### src/rtl/overcurrent_guard_n_if.sv
// Bus bundle for overcurrent_guard_n: packed samples/thresholds in, relay and status out.
// master = sensor/control side, slave = the guard itself.
interface overcurrent_guard_n_if #(
  parameter int N_CH = 3,
  parameter int DW   = 16
);
  logic [N_CH*DW-1:0] samples;
  logic [N_CH*DW-1:0] thresholds;
  logic [N_CH-1:0]    clear_trip;
  logic [N_CH-1:0]    relay;
  logic               buzzer;
  logic [N_CH-1:0]    tripped;
  logic [N_CH-1:0]    trip_event;
  logic               startup_done;

  modport master (
    output samples, thresholds, clear_trip,
    input  relay, buzzer, tripped, trip_event, startup_done
  );

  modport slave (
    input  samples, thresholds, clear_trip,
    output relay, buzzer, tripped, trip_event, startup_done
  );
endinterface

### src/rtl/overcurrent_guard_n.sv
// N-channel overcurrent guard: startup hold, per-channel threshold, debounce, latching relay trip.
// Define AUTO_RETRY_EN for timed auto-reclose with a per-channel retry limit and a LOCKOUT state.
module overcurrent_guard_n #(
  parameter int N_CH        = 3,
  parameter int DW          = 16,
  parameter int STARTUP_CYC = 150000000,
  parameter int DEBOUNCE    = 1000,
  parameter int NEG_LIM     = 32000,
  parameter int RETRY_CYC   = 50000000,
  parameter int MAX_RETRY   = 3
) (
  input  logic                 clk,
  input  logic                 reset,
  overcurrent_guard_n_if.slave bus
);

  localparam int SU_W  = $clog2(STARTUP_CYC + 1);
  localparam int CNT_W = $clog2(DEBOUNCE + 1);
  localparam logic [DW:0] NEG_LIM_W = (DW+1)'(NEG_LIM);
`ifdef AUTO_RETRY_EN
  localparam int RT_W  = $clog2(RETRY_CYC + 1);
  localparam int RC_W  = (MAX_RETRY < 1) ? 1 : $clog2(MAX_RETRY + 1);
`endif

  typedef enum logic [1:0] {
    ST_HOLD    = 2'd0,
    ST_ARMED   = 2'd1,
    ST_TRIPPED = 2'd2
`ifdef AUTO_RETRY_EN
    ,
    ST_LOCKOUT = 2'd3
`endif
  } state_t;

  logic [SU_W-1:0] r_su_cnt;
  logic            r_startup_done;
  logic            w_startup_fire;
  logic [N_CH-1:0] w_relay_next;
  logic [N_CH-1:0] w_tripped_next;
  logic [N_CH-1:0] w_event_next;
  logic [N_CH-1:0] r_relay;
  logic [N_CH-1:0] r_tripped;
  logic [N_CH-1:0] r_event;
  logic            r_buzzer;

  // Retry timing is inert unless AUTO_RETRY_EN is defined; the range check keeps it referenced.
  if (STARTUP_CYC < 1 || DEBOUNCE < 1 || RETRY_CYC < 1 || MAX_RETRY < 0) begin : g_param_range_violation
  end

  assign w_startup_fire = !r_startup_done && (r_su_cnt == SU_W'(STARTUP_CYC - 1));

  always_ff @(posedge clk) begin
    if (reset) begin
      r_su_cnt       <= '0;
      r_startup_done <= 1'b0;
    end else if (w_startup_fire) begin
      r_startup_done <= 1'b1;
    end else if (!r_startup_done) begin
      r_su_cnt <= r_su_cnt + SU_W'(1);
    end
  end

  genvar gi;
  generate
    for (gi = 0; gi < N_CH; gi++) begin : g_ch
      logic [DW-1:0]    w_sample;
      logic [DW-1:0]    w_thr;
      logic             w_over;
      logic             w_clear_ok;
      logic             w_trip;
      state_t           r_state;
      state_t           w_state_next;
      logic [CNT_W-1:0] r_cnt;
      logic [CNT_W-1:0] w_cnt_next;
`ifdef AUTO_RETRY_EN
      logic [RT_W-1:0]  r_rt;
      logic [RT_W-1:0]  w_rt_next;
      logic [RC_W-1:0]  r_retries;
      logic [RC_W-1:0]  w_retries_next;
`endif

      assign w_sample   = bus.samples[gi*DW +: DW];
      assign w_thr      = bus.thresholds[gi*DW +: DW];
      // Codes at or above NEG_LIM are a negative reading from the sensor, never an overload.
      assign w_over     = (w_sample > w_thr) && ({1'b0, w_sample} < NEG_LIM_W);
      assign w_clear_ok = bus.clear_trip[gi] && !w_over;

      always_comb begin
        w_state_next = r_state;
        w_cnt_next   = r_cnt;
        w_trip       = 1'b0;
`ifdef AUTO_RETRY_EN
        w_rt_next      = r_rt;
        w_retries_next = r_retries;
`endif
        case (r_state)
          ST_HOLD: begin
            if (w_startup_fire) begin
              w_state_next = ST_ARMED;
            end
          end
          ST_ARMED: begin
            if (!w_over) begin
              w_cnt_next = '0;
            end else if (r_cnt == CNT_W'(DEBOUNCE)) begin
              w_trip     = 1'b1;
              w_cnt_next = '0;
`ifdef AUTO_RETRY_EN
              w_rt_next    = '0;
              w_state_next = (r_retries == RC_W'(MAX_RETRY)) ? ST_LOCKOUT : ST_TRIPPED;
`else
              w_state_next = ST_TRIPPED;
`endif
            end else begin
              w_cnt_next = r_cnt + CNT_W'(1);
            end
          end
          ST_TRIPPED: begin
            if (w_clear_ok) begin
              w_state_next = ST_ARMED;
              w_cnt_next   = '0;
`ifdef AUTO_RETRY_EN
              w_retries_next = '0;
            end else if (r_rt == RT_W'(RETRY_CYC - 1)) begin
              w_state_next   = ST_ARMED;
              w_cnt_next     = '0;
              w_rt_next      = '0;
              w_retries_next = r_retries + RC_W'(1);
            end else begin
              w_rt_next = r_rt + RT_W'(1);
`endif
            end
          end
`ifdef AUTO_RETRY_EN
          ST_LOCKOUT: begin
            if (w_clear_ok) begin
              w_state_next   = ST_ARMED;
              w_cnt_next     = '0;
              w_retries_next = '0;
            end
          end
`endif
          default: begin
            w_state_next = ST_HOLD;
          end
        endcase
      end

      always_ff @(posedge clk) begin
        if (reset) begin
          r_state <= ST_HOLD;
          r_cnt   <= '0;
`ifdef AUTO_RETRY_EN
          r_rt      <= '0;
          r_retries <= '0;
`endif
        end else begin
          r_state <= w_state_next;
          r_cnt   <= w_cnt_next;
`ifdef AUTO_RETRY_EN
          r_rt      <= w_rt_next;
          r_retries <= w_retries_next;
`endif
        end
      end

      // Relay is closed in HOLD and ARMED, open in every protecting state.
      assign w_relay_next[gi]   = (w_state_next == ST_HOLD) || (w_state_next == ST_ARMED);
      assign w_tripped_next[gi] = !w_relay_next[gi];
      assign w_event_next[gi]   = w_trip;
    end
  endgenerate

  always_ff @(posedge clk) begin
    if (reset) begin
      r_relay   <= '1;
      r_tripped <= '0;
      r_event   <= '0;
      r_buzzer  <= 1'b1;
    end else begin
      r_relay   <= w_relay_next;
      r_tripped <= w_tripped_next;
      r_event   <= w_event_next;
      r_buzzer  <= ~|r_tripped;
    end
  end

  assign bus.relay        = r_relay;
  assign bus.tripped      = r_tripped;
  assign bus.trip_event   = r_event;
  assign bus.buzzer       = r_buzzer;
  assign bus.startup_done = r_startup_done;

endmodule

### src/flat_wrapper.sv
// flat-port wrapper written by rule: the top's interface ports become plain ports
module overcurrent_guard_n_flat 
#(
  parameter int N_CH        = 3,
  parameter int DW          = 16,
  parameter int STARTUP_CYC = 150000000,
  parameter int DEBOUNCE    = 1000,
  parameter int NEG_LIM     = 32000,
  parameter int RETRY_CYC   = 50000000,
  parameter int MAX_RETRY   = 3
)
  (clk, reset, bus_samples, bus_thresholds, bus_clear_trip, bus_relay, bus_buzzer, bus_tripped, bus_trip_event, bus_startup_done);
  overcurrent_guard_n_if #(.N_CH(N_CH), .DW(DW)) bus_i ();
  input  logic clk;
  input  logic reset;
  input wire logic [$bits(bus_i.samples)-1:0] bus_samples;
  input wire logic [$bits(bus_i.thresholds)-1:0] bus_thresholds;
  input wire logic [$bits(bus_i.clear_trip)-1:0] bus_clear_trip;
  output wire logic [$bits(bus_i.relay)-1:0] bus_relay;
  output wire logic [$bits(bus_i.buzzer)-1:0] bus_buzzer;
  output wire logic [$bits(bus_i.tripped)-1:0] bus_tripped;
  output wire logic [$bits(bus_i.trip_event)-1:0] bus_trip_event;
  output wire logic [$bits(bus_i.startup_done)-1:0] bus_startup_done;
  assign bus_i.samples = bus_samples;
  assign bus_i.thresholds = bus_thresholds;
  assign bus_i.clear_trip = bus_clear_trip;
  assign bus_relay = bus_i.relay;
  assign bus_buzzer = bus_i.buzzer;
  assign bus_tripped = bus_i.tripped;
  assign bus_trip_event = bus_i.trip_event;
  assign bus_startup_done = bus_i.startup_done;
  overcurrent_guard_n #(.N_CH(N_CH), .DW(DW), .STARTUP_CYC(STARTUP_CYC), .DEBOUNCE(DEBOUNCE), .NEG_LIM(NEG_LIM), .RETRY_CYC(RETRY_CYC), .MAX_RETRY(MAX_RETRY)) u_core (.clk(clk), .reset(reset), .bus(bus_i));
endmodule
### config.mk
export PLATFORM = sky130hd
export DESIGN_NAME = overcurrent_guard_n_flat
export DESIGN_NICKNAME = d
export VERILOG_FILES = /design/src/rtl/overcurrent_guard_n_if.sv /design/src/rtl/overcurrent_guard_n.sv /design/src/flat_wrapper.sv
export SDC_FILE = /design/constraint.sdc
export NUM_CORES = 1
export LEC_CHECK = 0
export CAP_MARGIN = 0
export CORE_ASPECT_RATIO = 1.4
export CORE_MARGIN = 2
export CORE_UTILIZATION = 50
export CTS_CLUSTER_SIZE = 10
export DETAILED_ROUTE_END_ITERATION = 7
export GPL_TIMING_DRIVEN = 0
export MAX_ROUTING_LAYER = met4
export PLACE_DENSITY = 0.8
export SLEW_MARGIN = 20
export SYNTH_ARGS = -nofsm -noshare
export SYNTH_HDL_FRONTEND = slang
export SYNTH_SLANG_ARGS = --single-unit
### constraint.sdc
create_clock -name clk -period 4 [get_ports clk]
set_clock_uncertainty 0.1 [all_clocks]
set_input_delay 0.4 -clock clk [delete_from_list [all_inputs] [get_ports clk]]
set_output_delay 0.4 -clock clk [all_outputs]
set_load 0.1 [all_outputs]
==> impl_metrics.ini <==
[timing]
fin_setup_tns_ns = 0
slew-limit-headroom_pct = 32.1
hold_viol_final = 0
worstMarginPinSlew_ns = 1.02
fin_crit_sh_pct = 74.7
final-setup-viol-count = 0
rsz0062_at_grt = no
drv_slew = 0
timing.final.crit_period_ns = 2.99
fmax_mhz = 335

[clocking]
numCtsBuffers = 9
cts.sinks = 75
cts_resized = 0
cts_tree = built
clk_latency_ns = 0.33
cts_buffer_depth = 2
cts_setup_buffers = 0
cts_root_buf = clkbuf_16
cts_hold_buf = 0
clkTransAtPathRegs_ns = 0.06
htree_levels = 3

[route]
drtIter0Drc = 186
vias = 4792
ant_nets = 0
drc = 0
post_drt_via_cell_ratio = 5.53
drtPass1Iterations = 4
routed_wl_um = 11800
wl_per_cell_um = 13.6

[worst_setup_path]
r2r_setup_slack_ns = 1.72
path_class = in2reg
end_kind = flip-flop
reg2reg_depth = 7
cp.arrival_ns = 3.17
required_ns = 4.18
startpoint_type = primary input
cp_max_fo = 10

[placed_design]
dp_hpwl_um = 9330
port_buffers = 110
gp_congestion = 0.970

[global_route]
grt_pass1_vias = 4746
antenna_found_initial = 0
grt_overflow = 0
grt_max_degree = 14
grt_use_total_pct = 23.1
grt_pass1_wl_um = 19400

[power_and_ir_drop]
power_density_nw_per_um2 = 282
power_leakage_nw = 2.69
switching_share_pct = 23.5
total_power_w = 0.00182
clockPowerShare_pct = 45.0
seqPwrFrac_pct = 41.3
switching_power_w = 0.000427
power_frac_comb_pct = 13.7
internal_power_w = 0.00140
ir_worst_vdd_uv = 211

[floorplanning]
dieArea_um2 = 10600
initial_core_util_pct = 51.4
ios = 112
die_h_um = 121
fp.dieW_um = 87.6
coreArea_um2 = 9510
rows = 42

[synth]
ys_warn_count = 0
synthDistinctLibCells = 61
syn_area_per_cell_um2 = 8.03
postSynthCellCount = 609
ys.flop_type = dfxtp_1
ys_seq_area_share_pct = 30.7
syn_nets = 765
synth_seq_cells = 75
synth_edf_count = 0
synthArstFlopShare_pct = 0
syn_area_um2 = 4890

[run_status]
status = finished clean

[min_path]
hold_class = reg2reg
hold_depth = 2

[layout]
fin_nets = 886
fillers = 794
layout-drive-gt1-share_pct = 5.44
area_delta_synth_final_pct = 32.2
antennaDiodeCount = 0

[job]
cap_violations = 0
## synth_stat cells (all sizes together), types with 4 or more instances
cell	n	area (um2)
nor2	61	229
dfxtp	75	1500
xnor2	6	52.6
a221o	5	55.1
o31ai	4	35.0
nand3	34	170
a21oi	27	135
buf	4	17.5
o221ai	7	61.3
a21o	5	37.5
and2	11	68.8
nand2b	5	31.3
ha	55	688
nor2b	11	68.8
clkbuf	5	18.8
nor3	14	70.1
nand2	36	135
nor4	9	71.3
o211ai	11	82.6
xor2	21	184
nand4	30	194
and3	17	106
and4	4	35.0
nand3b	4	30.0
inv	76	285
o21ai	31	155
## critical path, stage by stage
cell and delay (ns):
clkdlybuf4s50_1 0.46, inv_1 0.04, ha_1 0.31, nand4_1 0.16, nor4_1 0.54, o21ai_0 0.28
a31oi_1 0.32, buf_2 0.29, nand3_1 0.13, a21bo_2 0.23
## power groups by stage
stage,clock (W),combinational [W],sequential [W]
after global placement,0,0.000240,0.000769
final,0.000819,0.000250,0.000753
after CTS,0.000831,0.000252,0.000753
after detailed placement,0,0.000250,0.000770
after floorplan,0,0.000115,0.000769
after global routing,0.000864,0.000282,0.000753
## worst paths after layout
| kind | start | end |
|---|---|---|
| worst max register to register | u_core.r_su_cnt[0]$_SDFFE_PP0P_ | u_core.r_su_cnt[3]$_SDFFE_PP0P_ |
| worst min register to register | u_core.r_su_cnt[27]$_SDFFE_PP0P_ | u_core.r_su_cnt[27]$_SDFFE_PP0P_ |
| worst max-delay path | bus_thresholds[30] | u_core.g_ch[1].r_state[1]$_SDFF_PP0_ |
| worst min-delay path | u_core.r_su_cnt[27]$_SDFFE_PP0P_ | u_core.r_su_cnt[27]$_SDFFE_PP0P_ |
## sequential cells by signal, indices dropped and copies added (netlist names)
name and count:
u_core.g_ch.r_cnt 30, u_core.r_su_cnt 28, u_core.g_ch.r_state 6, u_core.bus.relay 3
u_core.bus.trip_event 3, u_core.bus.tripped 3, u_core.bus.buzzer 1, u_core.bus.startup_done 1
## through the flow
step                hold slack [ns]  std cells  utilization (%)  worst slack [ns]  instance area [um2]
floorplan                     0.371        609                -              1.68                 4890
global placement              0.386        851             64.7             0.793                 6160
detailed placement            0.398        851             64.7             0.733                 6160
CTS                           0.414        867             67.9              1.08                 6460
global route                  0.446        867             68.0             0.859                 6460
finish                        0.413        867             68.0              1.01                 6460
## cells in the final DEF, fill, tap and decap left out, drive strengths merged, types with 4 or more instances in the layout
| cell | instances |
|---|---|
| a21o | 5 |
| a21oi | 27 |
| a221o | 5 |
| and2 | 11 |
| and3 | 17 |
| and4 | 4 |
| buf | 4 |
| clkbuf | 16 |
| clkdlybuf4s50 | 110 |
| dfxtp | 75 |
| ha | 55 |
| inv | 78 |
| nand2 | 36 |
| nand2b | 5 |
| nand3 | 34 |
| nand3b | 4 |
| nand4 | 30 |
| nor2 | 61 |
| nor2b | 11 |
| nor3 | 14 |
| nor4 | 9 |
| o211ai | 11 |
| o21ai | 31 |
| o221ai | 7 |
| o31ai | 4 |
| xnor2 | 6 |
| xor2 | 21 |
## cells by family after synthesis
logic type               count (synthesis)  share of synthesized area [%]
AO/OA/AOI/OAI                          119                           17.1
XOR/XNOR                                27                           4.84
adder cells (fa/ha/maj)                 55                           14.1
buffers and inverters                   85                           6.57
flip-flops                              75                           30.7
multiplexers                             2                          0.435
AND/OR/NAND/NOR                        246                           26.3
## layout make-up
type | instances | area [um2] | share of cell area [%]
Multi-Input combinational cell | 449 | 3070 | 47.5
Tap cell | 132 | 165 | 2.55
Sequential cell | 75 | 1500 | 23.2
Buffer | 9 | 36.3 | 0.561
Inverter | 76 | 285 | 4.41
Timing Repair Buffer | 110 | 1100 | 17.0
Clock buffer | 11 | 243 | 3.75
Clock inverter | 5 | 60.1 | 0.929
## per-layer routing
layer	GRT usage [%]	wire, um	vias to the layer above
met5	-	0	-
met4	10.4	277	0
met3	4.56	776	20
met2	42.1	5940	146
met1	23.2	4830	2219
li1	-	-	2407
Power figures use the tool's default switching activity.
